[config.mk]
export PLATFORM = sky130hd
export DESIGN_NAME = msg_scheduler
export DESIGN_NICKNAME = d
export VERILOG_FILES = /design/src/rtl/msg_scheduler.sv
export SDC_FILE = /design/constraint.sdc
export NUM_CORES = 1
export LEC_CHECK = 0
export BUFFER_PORTS_ARGS = -buffer_cell sky130_fd_sc_hd__buf_2
export CORE_ASPECT_RATIO = 0.9
export CORE_MARGIN = 2
export CORE_UTILIZATION = 58
export DETAILED_ROUTE_END_ITERATION = 8
export PLACE_DENSITY = 0.79
export RECOVER_POWER = 50
export SLEW_MARGIN = 40
export SYNTH_ARGS = -nofsm -noshare
export SYNTH_HDL_FRONTEND = slang
export SYNTH_SLANG_ARGS = --single-unit
[constraint.sdc]
create_clock -name clk_50M -period 4.7 [get_ports clk_50M]
set_input_delay 0.47 -clock clk_50M [delete_from_list [all_inputs] [get_ports clk_50M]]
set_output_delay 0.47 -clock clk_50M [all_outputs]
set_load 0.01 [all_outputs]
[src/rtl/msg_scheduler.sv]
// Event-message scheduler: three request slots, fixed priority FIM > BPM > BDM, ASCII bytes out
// over a valid/ready handshake. Define MSG_NEWLINE_EN to append 0x0A after the closing '#'.
module msg_scheduler #(
    parameter int unsigned GAP_CYCLES = 4340
) (
    input  logic       clk_50M,
    input  logic       rst_n,
    input  logic       fim_req,
    input  logic [1:0] fim_unit,
    input  logic [3:0] fim_id,
    input  logic       bpm_req,
    input  logic [1:0] bpm_unit,
    input  logic [3:0] bpm_id,
    input  logic       bdm_req,
    input  logic [1:0] bdm_unit,
    input  logic [3:0] bdm_id,
    output logic [7:0] tx_data,
    output logic       tx_valid,
    input  logic       tx_ready,
    output logic       busy,
    output logic [2:0] pend,
    output logic [2:0] overrun,
    input  logic       ovr_clr
);

    localparam int unsigned GapW = (GAP_CYCLES > 1) ? $clog2(GAP_CYCLES) : 1;
    localparam logic [GapW-1:0] GapLast = GapW'(GAP_CYCLES - 1);
`ifdef MSG_NEWLINE_EN
    localparam logic [3:0] TailLen = 4'd1;
`else
    localparam logic [3:0] TailLen = 4'd0;
`endif

    typedef enum logic [1:0] {StIdle, StSend, StGap} state_e;

    state_e          state;
    logic [2:0]      req_vec, grant, lost, accept;
    logic [1:0]      gnt_idx;
    logic [1:0]      unit_in   [3];
    logic [3:0]      id_in     [3];
    logic [1:0]      slot_unit [3];
    logic [3:0]      slot_id   [3];
    logic [1:0]      act_kind, act_unit;
    logic [3:0]      act_id, idx, last_idx;
    logic [GapW-1:0] gap_cnt;

    assign req_vec  = {bdm_req, bpm_req, fim_req};
    assign unit_in[0] = fim_unit;
    assign unit_in[1] = bpm_unit;
    assign unit_in[2] = bdm_unit;
    assign id_in[0]   = fim_id;
    assign id_in[1]   = bpm_id;
    assign id_in[2]   = bdm_id;
    assign busy       = (state != StIdle);

    // BPM/BDM insert a 'B' at position 8; remaining bytes shift by one relative to FIM.
    function automatic logic [7:0] msg_byte(input logic [1:0] kind, input logic [1:0] unit,
                                            input logic [3:0] id, input logic [3:0] pos);
        logic [3:0] j;
        msg_byte = 8'h00;
        j = (kind != 2'd0 && pos > 4'd8) ? pos - 4'd1 : pos;
        if (kind != 2'd0 && pos == 4'd8) begin
            msg_byte = "B";
        end else begin
            case (j)
                4'd0:    msg_byte = (kind == 2'd0) ? "F" : "B";
                4'd1:    msg_byte = (kind == 2'd0) ? "I" : (kind == 2'd1) ? "P" : "D";
                4'd2:    msg_byte = "M";
                4'd3:    msg_byte = "-";
                4'd4:    msg_byte = (unit == 2'd0) ? "E" : (unit == 2'd1) ? "C" : "R";
                4'd5:    msg_byte = "S";
                4'd6:    msg_byte = "U";
                4'd7:    msg_byte = "-";
                4'd8:    msg_byte = (id < 4'd10) ? 8'h30 + {4'h0, id} : 8'h3F;
                4'd9:    msg_byte = "-";
                4'd10:   msg_byte = "#";
                4'd11:   msg_byte = 8'h0A;
                default: msg_byte = 8'h00;
            endcase
        end
    endfunction

    always_comb begin
        grant   = 3'b000;
        gnt_idx = 2'd0;
        if (state == StIdle) begin
            if (pend[0]) begin
                grant   = 3'b001;
                gnt_idx = 2'd0;
            end else if (pend[1]) begin
                grant   = 3'b010;
                gnt_idx = 2'd1;
            end else if (pend[2]) begin
                grant   = 3'b100;
                gnt_idx = 2'd2;
            end
        end
        // A slot being granted this cycle is free to take a new request.
        lost     = req_vec & pend & ~grant;
        accept   = req_vec & ~lost;
        last_idx = ((act_kind == 2'd0) ? 4'd10 : 4'd11) + TailLen;
    end

    always_ff @(posedge clk_50M or negedge rst_n) begin
        if (!rst_n) begin
            pend    <= 3'b000;
            overrun <= 3'b000;
            for (int i = 0; i < 3; i++) begin
                slot_unit[i] <= 2'd0;
                slot_id[i]   <= 4'd0;
            end
        end else begin
            pend    <= (pend & ~grant) | accept;
            overrun <= ovr_clr ? 3'b000 : (overrun | lost);
            for (int i = 0; i < 3; i++) begin
                if (accept[i]) begin
                    slot_unit[i] <= unit_in[i];
                    slot_id[i]   <= id_in[i];
                end
            end
        end
    end

    always_ff @(posedge clk_50M or negedge rst_n) begin
        if (!rst_n) begin
            state    <= StIdle;
            tx_data  <= 8'h00;
            tx_valid <= 1'b0;
            idx      <= 4'd0;
            gap_cnt  <= '0;
            act_kind <= 2'd0;
            act_unit <= 2'd0;
            act_id   <= 4'd0;
        end else begin
            unique case (state)
                StIdle: begin
                    if (|grant) begin
                        act_kind <= gnt_idx;
                        act_unit <= slot_unit[gnt_idx];
                        act_id   <= slot_id[gnt_idx];
                        idx      <= 4'd0;
                        tx_data  <= msg_byte(gnt_idx, 2'd0, 4'd0, 4'd0);
                        tx_valid <= 1'b1;
                        state    <= StSend;
                    end
                end
                StSend: begin
                    if (tx_ready) begin
                        if (idx == last_idx) begin
                            tx_valid <= 1'b0;
                            tx_data  <= 8'h00;
                            gap_cnt  <= '0;
                            state    <= (GAP_CYCLES == 0) ? StIdle : StGap;
                        end else begin
                            idx     <= idx + 4'd1;
                            tx_data <= msg_byte(act_kind, act_unit, act_id, idx + 4'd1);
                        end
                    end
                end
                StGap: begin
                    if (gap_cnt == GapLast) begin
                        gap_cnt <= '0;
                        state   <= StIdle;
                    end else begin
                        gap_cnt <= gap_cnt + 1'b1;
                    end
                end
                default: state <= StIdle;
            endcase
        end
    end

endmodule

==> results.json <==
{
  "chipHeight_um": 77.1,
  "yosys_register_bits": 59,
  "post_cts_buffers": 0,
  "grt_pass1_wl_um": 13800,
  "grt_pass1_vias": 2896,
  "routed_via_density": 6.19,
  "relSlewSlack_pct": -105,
  "fin_skew_ns": 0.00999,
  "nets": 425,
  "port_buffers": 39,
  "whs_ns": 0.316,
  "p_per_area_nw_per_um2": 602,
  "yosys_warnings": 0,
  "core_um2": 5690,
  "critPathLaunch": "rst_n",
  "drtPass1Iterations": 4,
  "rsz0062_at_grt": "no",
  "initial_core_util_pct": 60.5,
  "critPathTopFamily": "buffers and inverters",
  "ir_drop_v": 0.000364,
  "p_leak_nw": 1.67,
  "synth_top_area_share_pct": 42.9,
  "synth_nets": 392,
  "clock.fmax_mhz": 339,
  "rr_startpoint": "idx[0]$_DFFE_PN0P_",
  "layout_worst_path_cycle_share_pct": 62.8,
  "clkLatencyLatePin_ns": 0.35,
  "min_from": "ovr_clr",
  "status": "finished with violations",
  "grt_start_max_net_pins": 60,
  "cts_tree": "done",
  "cp-end-kind": "asynchronous set/reset pin",
  "die_area_um2": 6570,
  "required_ns": 4.48,
  "cts_made_buffers": 9,
  "wirelength_um": 7970,
  "yosysSeqAreaShare_pct": 42.9,
  "synth_flop_cell": "dfrtp_1",
  "drc_errors": 0,
  "gp_congestion": 0.962,
  "hpwl_um": 5790,
  "overflow": 0,
  "htreeDepth": 3,
  "cts.repair.resized": 0,
  "cp.arrival_ns": 2.74,
  "cp_slowest_cell": "clkbuf_1",
  "worstMarginPinSlew_ns": 3.07,
  "crit_fanout": 59,
  "gr-usage-all-layers_pct": 26.5,
  "met2_length_um": 3500,
  "antenna_found_initial": 0,
  "setup_viol": 0,
  "synth_edf_count": 0,
  "ant_nets": 0,
  "ys_types": 71,
  "clockBufferDepth": 2,
  "finalHoldViolCount": 0,
  "vias": 2924,
  "critPathKind": "input pin to asynchronous set/reset pin",
  "maxCapViolations": 1,
  "finalSetupTns_ns": 0,
  "rows": 26,
  "hold_class": "input pin to flip-flop",
  "fin_crit_ns": 2.95,
  "drt_iter0_markers": 189,
  "async_reset_ff_share_pct": 100,
  "top_layer": "met4",
  "hold_buffers": 0,
  "cts_num_sinks": 59,
  "root_buffer": "clkbuf_8",
  "yosysTopAreaCell": "dfrtp_1",
  "path_cells": "buf_2 -> clkbuf_1",
  "clk_pin_slew_ns": 0.07,
  "syn-cell-area_um2": 3440,
  "die-width_um": 85.2,
  "maxSlewViolCount": 60,
  "syn_inst": 364,
  "critical-path-max-stage-delay_ns": 2.16,
  "wire_per_inst_um": 16.9,
  "area_delta_synth_final_pct": 10.5,
  "antenna_cells": 0,
  "start_kind": "input pin",
  "violations": "capacitance limit, slew limit",
  "wl_met3_um": 649,
  "io_pins": 41,
  "synth_area_leaders": "dfrtp_1 (43%), nand2_1 (4.5%), mux2_2 (3.9%)",
  "syn_area_per_cell_um2": 9.46,
  "path_buf_inv": 2,
  "drive_gt1_share_pct": 19.9,
  "wl_met1_um": 3610
}
==> synthesized netlist by cell type, drive strengths merged, types with 2 or more instances <==
library cell and instances:
o21ai 25, nor2 33, nand2 42, ha 3, nand4 4, buf 10
nor3 11, o41ai 2, a211oi 4, o31ai 5, and4bb 3, nand3b 5
a22oi 8, a22o 2, nor3b 4, nand3 10, xnor2 12, mux2 18
nor4 4, a21o 5, and2 3, a31oi 7, or2 2, o2bb2ai 2
inv 5, or3 3, clkbuf 9, a21oi 18, dfrtp 59, o22ai 5
nor2b 7, a211o 5, nand2b 6
==> worst reg2reg max path, delay by kind of cell (launching register included) <==
family,cells,cell delay [ns]
flip-flops,1,0.76
AO/OA/AOI/OAI,2,0.57
adder cells (fa/ha/maj),1,0.52
AND/OR/NAND/NOR,2,0.39
multiplexers,1,0.36
XOR/XNOR,1,0.20
==> power breakdown <==
group | leakage (nW) | switching, mW | internal [mW]
Clock | 0.0863 | 0.207 | 0.205
Combinational | 0.838 | 0.610 | 0.430
Sequential | 0.746 | 0.185 | 0.655
Total | 1.67 | 1.00 | 1.29
==> per-stage QoR <==
stage | power (mW) | area, um^2 | setup WS [ns] | instances | util (%)
6_report | 2.29 | 3810 | 1.75 | 472 | 66.9
5_1_grt | 2.46 | 3810 | 1.04 | 472 | 66.9
4_1_cts | 2.28 | 3820 | 1.86 | 472 | 67.0
3_5_place_dp | 1.87 | 3640 | 1.86 | 456 | 64.0
3_3_place_gp | 1.85 | 3640 | 1.98 | 456 | 64.0
2_1_floorplan | 1.61 | 3440 | 2.64 | 364 | -
==> final cells by class <==
| type | instances | area (um^2) |
|---|---|---|
| repair buffers | 41 | 200 |
| well taps | 70 | 87.6 |
| inverters | 5 | 18.8 |
| fillers | 469 | 1890 |
| clock buffers | 12 | 145 |
| clock inverters | 4 | 26.3 |
| flip-flops and latches | 59 | 1480 |
| multi-input cells | 281 | 1850 |
==> per-layer routing <==
metal / GRT usage [%] / up-vias
li1: - / 1394
met1: 36.4 / 1393
met2: 38.9 / 111
met3: 9.69 / 26
met4: 8.73 / 0
met5: 0 / -
==> final timing paths <==
check                                           endpoint  slack [ns]  depth (start not counted)
min in group asynchronous       slot_unit[1]$_DFFE_PN0P_        1.22                          2
worst min register to register    tx_data[6]$_DFFE_PN0P_        0.48                          2
worst max-delay path              tx_data[5]$_DFFE_PN0P_        1.75                          2
worst min-delay path                overrun[2]$_DFF_PN0_        0.32                          2
max in group clk_50M              tx_data[4]$_DFFE_PN0P_        1.79                          7
worst max register to register    tx_data[4]$_DFFE_PN0P_        1.79                          7
==> cell usage in the layout, fill, tap and decap left out, types with 3 or more instances in the layout <==
master / count
nand2b_1: 6
o22ai_1: 5
a22oi_1: 8
and4bb_1: 3
inv_1: 4
nor3_1: 11
nand3_1: 9
clkbuf_1: 8
o31ai_1: 5
buf_2: 34
o21ai_1: 9
mux2_2: 12
a31oi_1: 5
o21ai_0: 15
ha_1: 3
a211oi_1: 4
nand4_1: 4
nor2b_1: 7
a21oi_1: 17
nor4_1: 3
a211o_1: 5
nor2_1: 32
clkbuf_8: 10
and2_1: 3
mux2_1: 6
nand3b_1: 5
a21o_1: 5
xnor2_1: 10
nand2_1: 41
dfrtp_1: 59
==> logic make-up after synthesis <==
kind of cell / Yosys count / synth area share [%]
buf+inv: 24 / 3.34
simple gates: 143 / 21.9
fa+ha+maj: 4 / 1.38
other cells: 1 / 0.109
xor+xnor: 13 / 3.96
mux: 19 / 6.18
compound gates: 101 / 20.2
flops: 59 / 42.9
==> flip-flops by register name (all words and copies together) (netlist names) <==
register	flops
tx_data	7
overrun	3
act_kind	2
state	2
slot_unit	6
act_id	4
gap_cnt	13
pend	3
idx	4
tx_valid	1
slot_id	12
act_unit	2
(Power assumes the default switching activity.)
